File: src/rtl/ps2_host_tx.sv
// Host-to-device PS/2 command transmitter: inhibit, request-to-send, device-clocked
// shift-out of data/parity/stop, ACK check and return-to-idle, guarded by a frame watchdog.
module ps2_host_tx #(
  parameter int INHIBIT_CYCLES = 10000,
  parameter int TIMEOUT_CYCLES = 2000000
) (
  input  logic       clk,
  input  logic       rst,
  input  logic [7:0] tx_data,
  input  logic       tx_valid,
  output logic       tx_ready,
  input  logic       ps2_clk_in,
  input  logic       ps2_data_in,
  output logic       ps2_clk_oe,
  output logic       ps2_data_oe,
  output logic       tx_done,
  output logic       tx_error
);

  localparam int IW = $clog2(INHIBIT_CYCLES + 1);
  localparam int TW = $clog2(TIMEOUT_CYCLES + 1);

  typedef enum logic [2:0] {
    IDLE      = 3'd0,
    INHIBIT   = 3'd1,
    RTS       = 3'd2,
    SHIFT     = 3'd3,
    ACK       = 3'd4,
    WAIT_IDLE = 3'd5
  } state_t;

  state_t state, state_nx;

  logic          clk_s1, clk_s2, clk_prev;
  logic          dat_s1, dat_s2;
  logic          fe;
  logic [7:0]    sh, sh_nx;
  logic          par, par_nx;
  logic [3:0]    n, n_nx;
  logic [IW-1:0] inh_cnt, inh_nx;
  logic [TW-1:0] wd_cnt, wd_nx;
  logic          clk_oe_nx, data_oe_nx, done_nx, error_nx;
  logic          wd_active, wd_expired;

  // Line level for frame position idx: 1..8 data LSB first, 9 parity, otherwise released.
  function automatic logic frame_level(input logic [3:0] idx, input logic [7:0] b, input logic p);
    logic [3:0] i;
    logic       lvl;
    i = idx - 4'd1;
    if (idx >= 4'd1 && idx <= 4'd8) begin
      lvl = b[i[2:0]];
    end else if (idx == 4'd9) begin
      lvl = p;
    end else begin
      lvl = 1'b1;
    end
    return lvl;
  endfunction

  assign fe         = clk_prev & ~clk_s2;
  assign wd_active  = (state == RTS) || (state == SHIFT) || (state == ACK) || (state == WAIT_IDLE);
  assign wd_expired = wd_active && (wd_cnt == TW'(TIMEOUT_CYCLES - 1));

  // A finishing pulse keeps the requester out for one more cycle even though the FSM is already idle.
  assign tx_ready = (state == IDLE) & ~tx_done & ~tx_error;

  // Pin synchronizers and falling-edge history.
  always_ff @(posedge clk) begin
    if (rst) begin
      clk_s1   <= 1'b1;
      clk_s2   <= 1'b1;
      clk_prev <= 1'b1;
      dat_s1   <= 1'b1;
      dat_s2   <= 1'b1;
    end else begin
      clk_s1   <= ps2_clk_in;
      clk_s2   <= clk_s1;
      clk_prev <= clk_s2;
      dat_s1   <= ps2_data_in;
      dat_s2   <= dat_s1;
    end
  end

  // State, datapath and registered outputs.
  always_ff @(posedge clk) begin
    if (rst) begin
      state       <= IDLE;
      sh          <= 8'd0;
      par         <= 1'b0;
      n           <= 4'd0;
      inh_cnt     <= '0;
      wd_cnt      <= '0;
      ps2_clk_oe  <= 1'b0;
      ps2_data_oe <= 1'b0;
      tx_done     <= 1'b0;
      tx_error    <= 1'b0;
    end else begin
      state       <= state_nx;
      sh          <= sh_nx;
      par         <= par_nx;
      n           <= n_nx;
      inh_cnt     <= inh_nx;
      wd_cnt      <= wd_nx;
      ps2_clk_oe  <= clk_oe_nx;
      ps2_data_oe <= data_oe_nx;
      tx_done     <= done_nx;
      tx_error    <= error_nx;
    end
  end

  // Next-state and next-output decode; outputs are computed for the state being entered.
  always_comb begin
    state_nx   = state;
    sh_nx      = sh;
    par_nx     = par;
    n_nx       = n;
    inh_nx     = inh_cnt;
    wd_nx      = wd_cnt;
    clk_oe_nx  = 1'b0;
    data_oe_nx = 1'b0;
    done_nx    = 1'b0;
    error_nx   = 1'b0;

    case (state)
      IDLE: begin
        if (tx_valid && tx_ready) begin
          state_nx  = INHIBIT;
          sh_nx     = tx_data;
          par_nx    = ~^tx_data;
          inh_nx    = '0;
          clk_oe_nx = 1'b1;
        end else begin
          state_nx = IDLE;
        end
      end

      INHIBIT: begin
        inh_nx    = inh_cnt + IW'(1);
        clk_oe_nx = 1'b1;
        if (inh_cnt == IW'(INHIBIT_CYCLES - 1)) begin
          state_nx   = RTS;
          clk_oe_nx  = 1'b0;
          data_oe_nx = 1'b1;
          wd_nx      = '0;
          n_nx       = 4'd0;
        end else begin
          state_nx = INHIBIT;
        end
      end

      RTS: begin
        wd_nx      = wd_cnt + TW'(1);
        data_oe_nx = 1'b1;
        if (fe) begin
          state_nx   = SHIFT;
          n_nx       = 4'd1;
          data_oe_nx = ~frame_level(4'd1, sh, par);
        end else begin
          state_nx = RTS;
        end
      end

      SHIFT: begin
        wd_nx      = wd_cnt + TW'(1);
        data_oe_nx = ~frame_level(n, sh, par);
        if (fe) begin
          n_nx       = n + 4'd1;
          data_oe_nx = ~frame_level(n + 4'd1, sh, par);
          if (n + 4'd1 == 4'd10) begin
            state_nx = ACK;
          end else begin
            state_nx = SHIFT;
          end
        end else begin
          state_nx = SHIFT;
        end
      end

      ACK: begin
        wd_nx = wd_cnt + TW'(1);
        if (fe) begin
          if (dat_s2 == 1'b0) begin
            state_nx = WAIT_IDLE;
          end else begin
            state_nx = IDLE;
            error_nx = 1'b1;
          end
        end else begin
          state_nx = ACK;
        end
      end

      WAIT_IDLE: begin
        wd_nx = wd_cnt + TW'(1);
        if (clk_s2 && dat_s2) begin
          state_nx = IDLE;
          done_nx  = 1'b1;
        end else begin
          state_nx = WAIT_IDLE;
        end
      end

      default: begin
        state_nx = IDLE;
      end
    endcase

    // Watchdog wins over any edge handled above in the same cycle.
    if (wd_expired) begin
      state_nx   = IDLE;
      clk_oe_nx  = 1'b0;
      data_oe_nx = 1'b0;
      done_nx    = 1'b0;
      error_nx   = 1'b1;
    end else begin
      error_nx = error_nx;
    end
  end

endmodule
File: config.mk
export PLATFORM = sky130hd
export DESIGN_NAME = ps2_host_tx
export DESIGN_NICKNAME = d
export VERILOG_FILES = /design/src/rtl/ps2_host_tx.sv
export SDC_FILE = /design/constraint.sdc
export NUM_CORES = 1
export LEC_CHECK = 0
export BUFFER_PORTS_ARGS = -buffer_cell sky130_fd_sc_hd__buf_4
export CAP_MARGIN = 20
export CORE_ASPECT_RATIO = 1.25
export CORE_MARGIN = 5
export CORE_UTILIZATION = 30
export CTS_BUF_LIST = sky130_fd_sc_hd__clkbuf_16
export DETAILED_ROUTE_END_ITERATION = 7
export PLACE_DENSITY = 0.49
export SYNTH_ARGS = -nofsm -noshare
export SYNTH_HDL_FRONTEND = slang
export SYNTH_SLANG_ARGS = --single-unit
File: constraint.sdc
create_clock -name clk -period 4.4 [get_ports clk]
set_input_delay 0.88 -clock clk [delete_from_list [all_inputs] [get_ports clk]]
set_output_delay 0.88 -clock clk [all_outputs]
set_load 0.1 [all_outputs]
==> results of run 1 <==
==> report_power, final <==
part	total (µW)	internal (µW)	leakage (µW)	switching, µW
logic	85.0	32.1	0.000570	52.9
clock network	673	429	0.000141	243
registers	564	554	0.000486	9.24
==> kinds of logic (layout without fill, tap and decap cells) <==
kind of cell             count (synthesis)  count (layout)
flip-flops                              60              60
adder cells (fa/ha/maj)                  6               6
buffers and inverters                   29              43
AO/OA/AOI/OAI                           99              99
XOR/XNOR                                15              15
multiplexers                             8               8
AND/OR/NAND/NOR                        163             163
==> through the flow <==
stage | setup WS, ns | total power (µW) | util
finish | 1.710 | 1321 | 0.3573
global route | 1.437 | 1371 | 0.3573
CTS | 1.680 | 1344 | 0.3565
detailed placement | 1.694 | 661.4 | 0.3287
global placement | 1.766 | 660.7 | 0.3287
floorplan | 1.733 | 635.9 | -
==> flip-flops by register name, indices dropped and copies added (netlist names) <==
signal and count:
clk_prev 1, clk_s1 1, clk_s2 1, dat_s1 1, dat_s2 1, inh_cnt 14
n 4, par 1, ps2_clk_oe 1, ps2_data_oe 1, sh 8, state 3
tx_done 1, tx_error 1, wd_cnt 21
==> synth_stat cells (all sizes together), types with 4 or more instances <==
master / n
dfxtp: 60
a21oi: 50
nand2: 40
nor2: 24
o21ai: 23
clkbuf: 15
or3: 15
xnor2: 12
nand3: 11
inv: 9
nand4: 9
nor3: 9
or2: 9
o31ai: 7
or4: 7
and3: 6
ha: 6
a211oi: 5
and2: 5
buf: 5
nand2b: 5
nand4b: 5
mux4: 4
==> worst max-delay path: cells and delay by family, from the launching register on <==
kind	cells	cell delay [ns]
mux	2	0.66
flops	1	0.54
compound gates	3	0.77
fa+ha+maj	1	0.44
buf+inv	1	0.15
==> path summary, 6_finish.rpt <==
kind	startpoint	to	slack, ns	cells after the start
max	n[0]	ps2_data_oe	1.71	7
min	clk_s1	clk_s2	0.41	1
max reg2reg	n[0]	ps2_data_oe	1.71	7
min reg2reg	clk_s1	clk_s2	0.41	1
==> metal layers <==
layer	wire, µm	vias to the layer above
met2	3513	33
met5	0	-
met4	183	0
li1	-	1413
met3	225	11
met1	3436	1293
==> area by class of cell <==
cell class	instances	area share
tap	129	0.04425
multi-input combinational	291	0.5022
inverter	9	0.009262
sequential	60	0.3293
timing repair buffer	18	0.03705
clock inverter	7	0.01612
clock buffer	9	0.06175
==> metrics, run 1 <==
RePlAce Congestion between 0.7 and 0.8; yosys warns 0; CP peak stage delay approximately 0.54 ns; Final nets about 410; Mapped Nets around 400; CTS max path bufs 2; first-pass GRT wire length approximately 12 mm; WP data required between 4 and 5 ns; chip width just over 100 µm; largest area contributor in the netlist dfxtp_1; Post-DRT Antenna Nets 0; Yosys cell types 52; CTS tree done; post-synth top area share 0.3816; DR DRC count 0; multi-input logic area 1832 µm²; slew margin rel. 0.2693; Critical Path Fanout Max 11; IO Count 18; CP arrival roughly 2.9 ns; Synth Area in Compound Gates 0.1804; Port Buffers 17; # H-tree levels 3; CP Capture Type flip-flop; VDD IR max around 160 µV; Via Count 2750; Initial Util 0.3084; status complete, no violations; largest net degree at the start of global routing 38; vias in the first global route roughly 2600; Cells after DPL 506; Final Setup Violations 0; via/cell ratio between 5 and 6; Final Cycle Share 0.6114; Finished Layout Cells between 500 and 600; Most used DFF post-synth dfxtp_1; post-synthesis mux area share 0.04213; top cells by area, synth dfxtp_1, a21oi_1, nand2_1; Core Area around 10000 µm²; Root Buffer Master clkbuf_16; layout cells sized above 1 0.1345; Critical Path Source Type flip-flop; CTS Hold Bufs 0; GR peak layer met2; Tot GR Track Use 0.1218; Wirelength per Cell roughly 14 µm; number of fill cells in the layout 1080; Sequential cell area roughly 1200 µm²; Antenna Cells 0; area growth from synthesis to layout 15.86%; Die ar. roughly 13000 µm²; post_cts resized 0; critical path type flip-flop to flip-flop; Worst path slowest cell dfxtp_1; largest family of logic cells by synthesized area simple AND/OR/NAND/NOR gates; sequential fraction of the synthesis area 0.3816; fmax 371.7 MHz; DP Area approximately 3400 µm²; postcts setup bufs 0; PD cells 362.3 nW/µm²; Rows slightly above 40; GR Util met2 0.1980; synthesized instance count between 300 and 400; most frequent cells in the layout dfxtp_1, a21oi_1, nand2_1; Synth Area per Inst about 8.3 µm²; ys async rst share 0; Worst Clk Skew roughly 0.0046 ns; antenna violations before repair 0; Tmin final roughly 2.7 ns; Starting DRT DRC Count about 110; die height roughly 120 µm; RSZ-0062 raised after global routing no; clock sink count 60; HPWL after detailed placement approximately 5.2 mm; max-slew violation count 0; Skew-Pair Late Insertion Delay roughly 0.33 ns; post-synthesis simple-gate area fraction 0.2937; final instance area roughly 3600 µm²; met1 Use GR 0.1470; Critical Path, Cell by Cell inv_1 -> ha_1 -> mux4_2 -> mux2i_1 -> o21ai_0 -> a311o_1 -> a2111oi_0; number of synthesized flops with an enable pin 0; Leakage Power between 0.001 and 0.0015 µW; area of the mapped netlist 3148 µm²; XOR/XNOR Fraction of Synth Area 0.04173; Total Wirelength around 7.4 mm; Maximum Capacitance Violations 0; hold crit path type flip-flop to flip-flop; GR Overflow Total 0; synthesized flop and latch total 60; DRT Pass-1 Iters 4; setup tns final 0 ns; Final Hold Slack approximately 0.41 ns; Synth Area in Adders 0.02385; total CTS buffers 9; Worst-Margin Slew approximately 1.1 ns; commonest non-fill, non-tap cell in the layout dfxtp_1; number of hold violations in the final report 0; global routing usage on met3 0.02185; CTS clk-pin slew, worst paths roughly 0.05 ns
Power figures use the tool's default switching activity.
==> inputs of run 2 (changes only) <==
--- a/config.mk
+++ b/config.mk
@@ -5,6 +5,7 @@
 export SDC_FILE = /design/constraint.sdc
 export NUM_CORES = 1
 export LEC_CHECK = 0
+export ABC_AREA = 1
 export BUFFER_PORTS_ARGS = -buffer_cell sky130_fd_sc_hd__buf_4
 export CAP_MARGIN = 20
 export CORE_ASPECT_RATIO = 1.25
@@ -12,7 +13,7 @@
 export CORE_UTILIZATION = 30
 export CTS_BUF_LIST = sky130_fd_sc_hd__clkbuf_16
 export DETAILED_ROUTE_END_ITERATION = 7
-export PLACE_DENSITY = 0.49
+export PLACE_DENSITY = 0.5
 export SYNTH_ARGS = -nofsm -noshare
 export SYNTH_HDL_FRONTEND = slang
 export SYNTH_SLANG_ARGS = --single-unit
==> constraint.sdc (replaced) <==
create_clock -name clk -period 2.35 [get_ports clk]
set_input_delay 0.47 -clock clk [delete_from_list [all_inputs] [get_ports clk]]
set_output_delay 0.47 -clock clk [all_outputs]
set_load 0.1 [all_outputs]
==> metrics, run 2 <==
status complete, no violations; critical path type flip-flop to output pin; Maximum Capacitance Violations 0 (unchanged); GR Overflow Total 0 (unchanged); DR DRC count 0 (unchanged); postcts setup bufs 0 (unchanged); final instance area 4001 µm² (+9.7%); slew margin rel. 0.5012 (+0.2319); DP Area 3707 µm² (+10%); number of hold violations in the final report 0 (unchanged); clock share of power 0.514 (+0.005); WP data required 1.88 ns (-2.73 ns); Post-DRT Antenna Nets 0 (unchanged); Top reg by flops wd_cnt; Tot GR Track Use 0.1389 (+0.01702); Port Buffers 17 (unchanged); CTS max path bufs 2 (unchanged); CP arrival 1.42 ns (-1.48 ns); CP Capture Type output pin; top flop regs wd_cnt x21, inh_cnt x14, sh x8; Total Power 2564 µW (+94%); Initial Util 0.3029 (-0.005487); RSZ-0062 raised after global routing no; CTS clk-pin slew, worst paths 0.06 ns (about the same); Worst Clk Skew 0.01112 ns (+0.006494 ns); hold crit path type input pin to flip-flop; clock sink count 60 (unchanged); Most used DFF post-synth dfxtp_1; Hold Startpoint ps2_clk_in; yosys warns 0 (unchanged); Final Hold Slack 0.3172 ns (-0.08872 ns); sequential fraction of the synthesis area 0.3463 (-0.03524); Starting DRT DRC Count 162 (+42%); Critical Path Fanout Max 5 (-6); Via Count 3414 (+24%); top cells by area, synth dfxtp_1, nand2_1, nand3_1; layout cells sized above 1 0.09769 (-0.03683); max-slew violation count 0 (unchanged); top cells by instance count after synthesis nand2_1, inv_1, dfxtp_1; crit path from state[1]; Mapped Nets 560 (+40%); antenna violations before repair 0 (unchanged); VDD IR max 388.3 µV (+140%); PD cells 640.8 nW/µm² (+77%); area of the mapped netlist 3468 µm² (+10%); RePlAce Congestion 0.8477 (+6.7%); Wirelength per Cell 13.10 µm (-6.9%); Pint 1920 µW (+89%); synthesized flop and latch total 60 (unchanged); fmax 528.1 MHz; GR peak layer met2; most frequent cells in the layout nand2_1, inv_1, dfxtp_1; Worst-Margin Slew 0.7474 ns (-0.3436 ns); chip width 106.2 µm (+4.5%); count leader, synth nand2_1; Yosys cell types 31 (-40%); Final Cycle Share 0.8057; Core Area 11450 µm² (+12%); die height 130.2 µm (+4.6%); Largest register FFs 21 (unchanged); largest net degree at the start of global routing 33 (-13%); GR Util met2 0.2559 (+0.05788); Antenna Cells 0 (unchanged); commonest non-fill, non-tap cell in the layout nand2_1; CTS Hold Bufs 0 (unchanged); switching power 644.1 µW (+110%); met1 Use GR 0.1507 (+0.003693); setup tns final 0 ns (unchanged); largest area contributor in the netlist dfxtp_1; Final Setup Violations 0 (unchanged); post_cts resized 0 (unchanged); Skew-Pair Late Insertion Delay 0.33 ns (about the same); first-pass GRT wire length 15.30 mm (+24%); Critical Path Source Type flip-flop; HPWL after detailed placement 6.812 mm (+32%); Die ar. 13820 µm² (+9.2%); area growth from synthesis to layout 15.37%; via/cell ratio 4.870 (-7.4%); total CTS buffers 9 (unchanged); IO Count 18 (unchanged); DRT Pass-1 Iters 4 (unchanged); Final nets 577 (+41%); Rows 44 (+7.3%); vias in the first global route 3246 (+24%); Leakage Power 0.001553 µW (+30%); Synth Area per Inst 6.411 µm² (-23%); # H-tree levels 3 (unchanged); number of synthesized flops with an enable pin 0 (unchanged); sequential share of power 0.413 (-0.014); Root Buffer Master clkbuf_16; CTS tree done; Tmin final roughly 1.9 ns; ys async rst share 0 (unchanged); synthesized instance count 541 (+42%); Comb pwr share 0.073 (+0.009); Switching Share 0.2512 (+0.01995); R2R Path Start n[1]; Total Wirelength 9.185 mm (+25%); post-synth top area share 0.3463 (-0.03524); global routing usage on met3 0.04008 (+0.01823)
run 2: cell types whose count changed after synthesis, sizes merged, moves of 7 or more:
cell	delta
nand2	+107
inv	+59
nand3	+41
nor2	+25
or3	-15
o21ai	+12
clkbuf	-7
o31ai	-7
or4	-7
run 2: per-stage QoR:
stage                     std cells  worst slack (ns)  utilization
final                           701            0.4566       0.3494
after global routing            701            0.2836       0.3494
after CTS                       701            0.4571       0.3494
after detailed placement        685            0.5143       0.3238
after global placement          685            0.5841       0.3238
after floorplan                 541            0.3205            -
run 2: area by class of cell:
cell class | instances | area, µm²
Fill cell | 1250 | 7450
Multi-Input combinational cell | 397 | 1913
Sequential cell | 60 | 1201
Inverter | 68 | 255.2
Clock buffer | 9 | 225.2
Tap cell | 138 | 172.7
Timing Repair Buffer | 22 | 165.2
Clock inverter | 7 | 68.82
run 2: power groups by stage:
stage | Combinational (µW) | Clock (µW) | Sequential [µW]
2_1_floorplan | 126 | 0 | 1080
3_3_place_gp | 190 | 0 | 1080
3_5_place_dp | 190 | 0 | 1080
4_1_cts | 191 | 1350 | 1060
5_1_grt | 209 | 1390 | 1060
6_report | 187 | 1320 | 1060
run 2: per-layer routing:
| layer | wire length [µm] | share of wire |
|---|---|---|
| met5 | 0 | 0 |
| met4 | 142 | 0.015 |
| met3 | 219 | 0.024 |
| met2 | 4775 | 0.52 |
| met1 | 4047 | 0.44 |
run 2: cells by family after synthesis:
kind of cell,count (synthesis),share of synthesized area
xor gates and xnor gates,11,0.02778
AOI/OAI and AO/OA,90,0.1346
buffers and inverters,84,0.1021
DFF,60,0.3463
adders and majority gates,6,0.02164
and+or+nand+nor,290,0.3676
run 2: final timing paths:
| check | to | slack [ns] | depth (start not counted) |
|---|---|---|---|
| setup / recovery | tx_ready | 0.46 | 4 |
| hold / removal | clk_s1 | 0.32 | 2 |
| setup reg to reg | ps2_data_oe | 0.49 | 10 |
| hold reg to reg | dat_s2 | 0.41 | 1 |
run 2: worst max-delay path, stage by stage, from the launching register on:
cell and delay (ns):
dfxtp_1 0.36, nor2_1 0.20, nand3_1 0.15, inv_1 0.09
buf_4 0.28
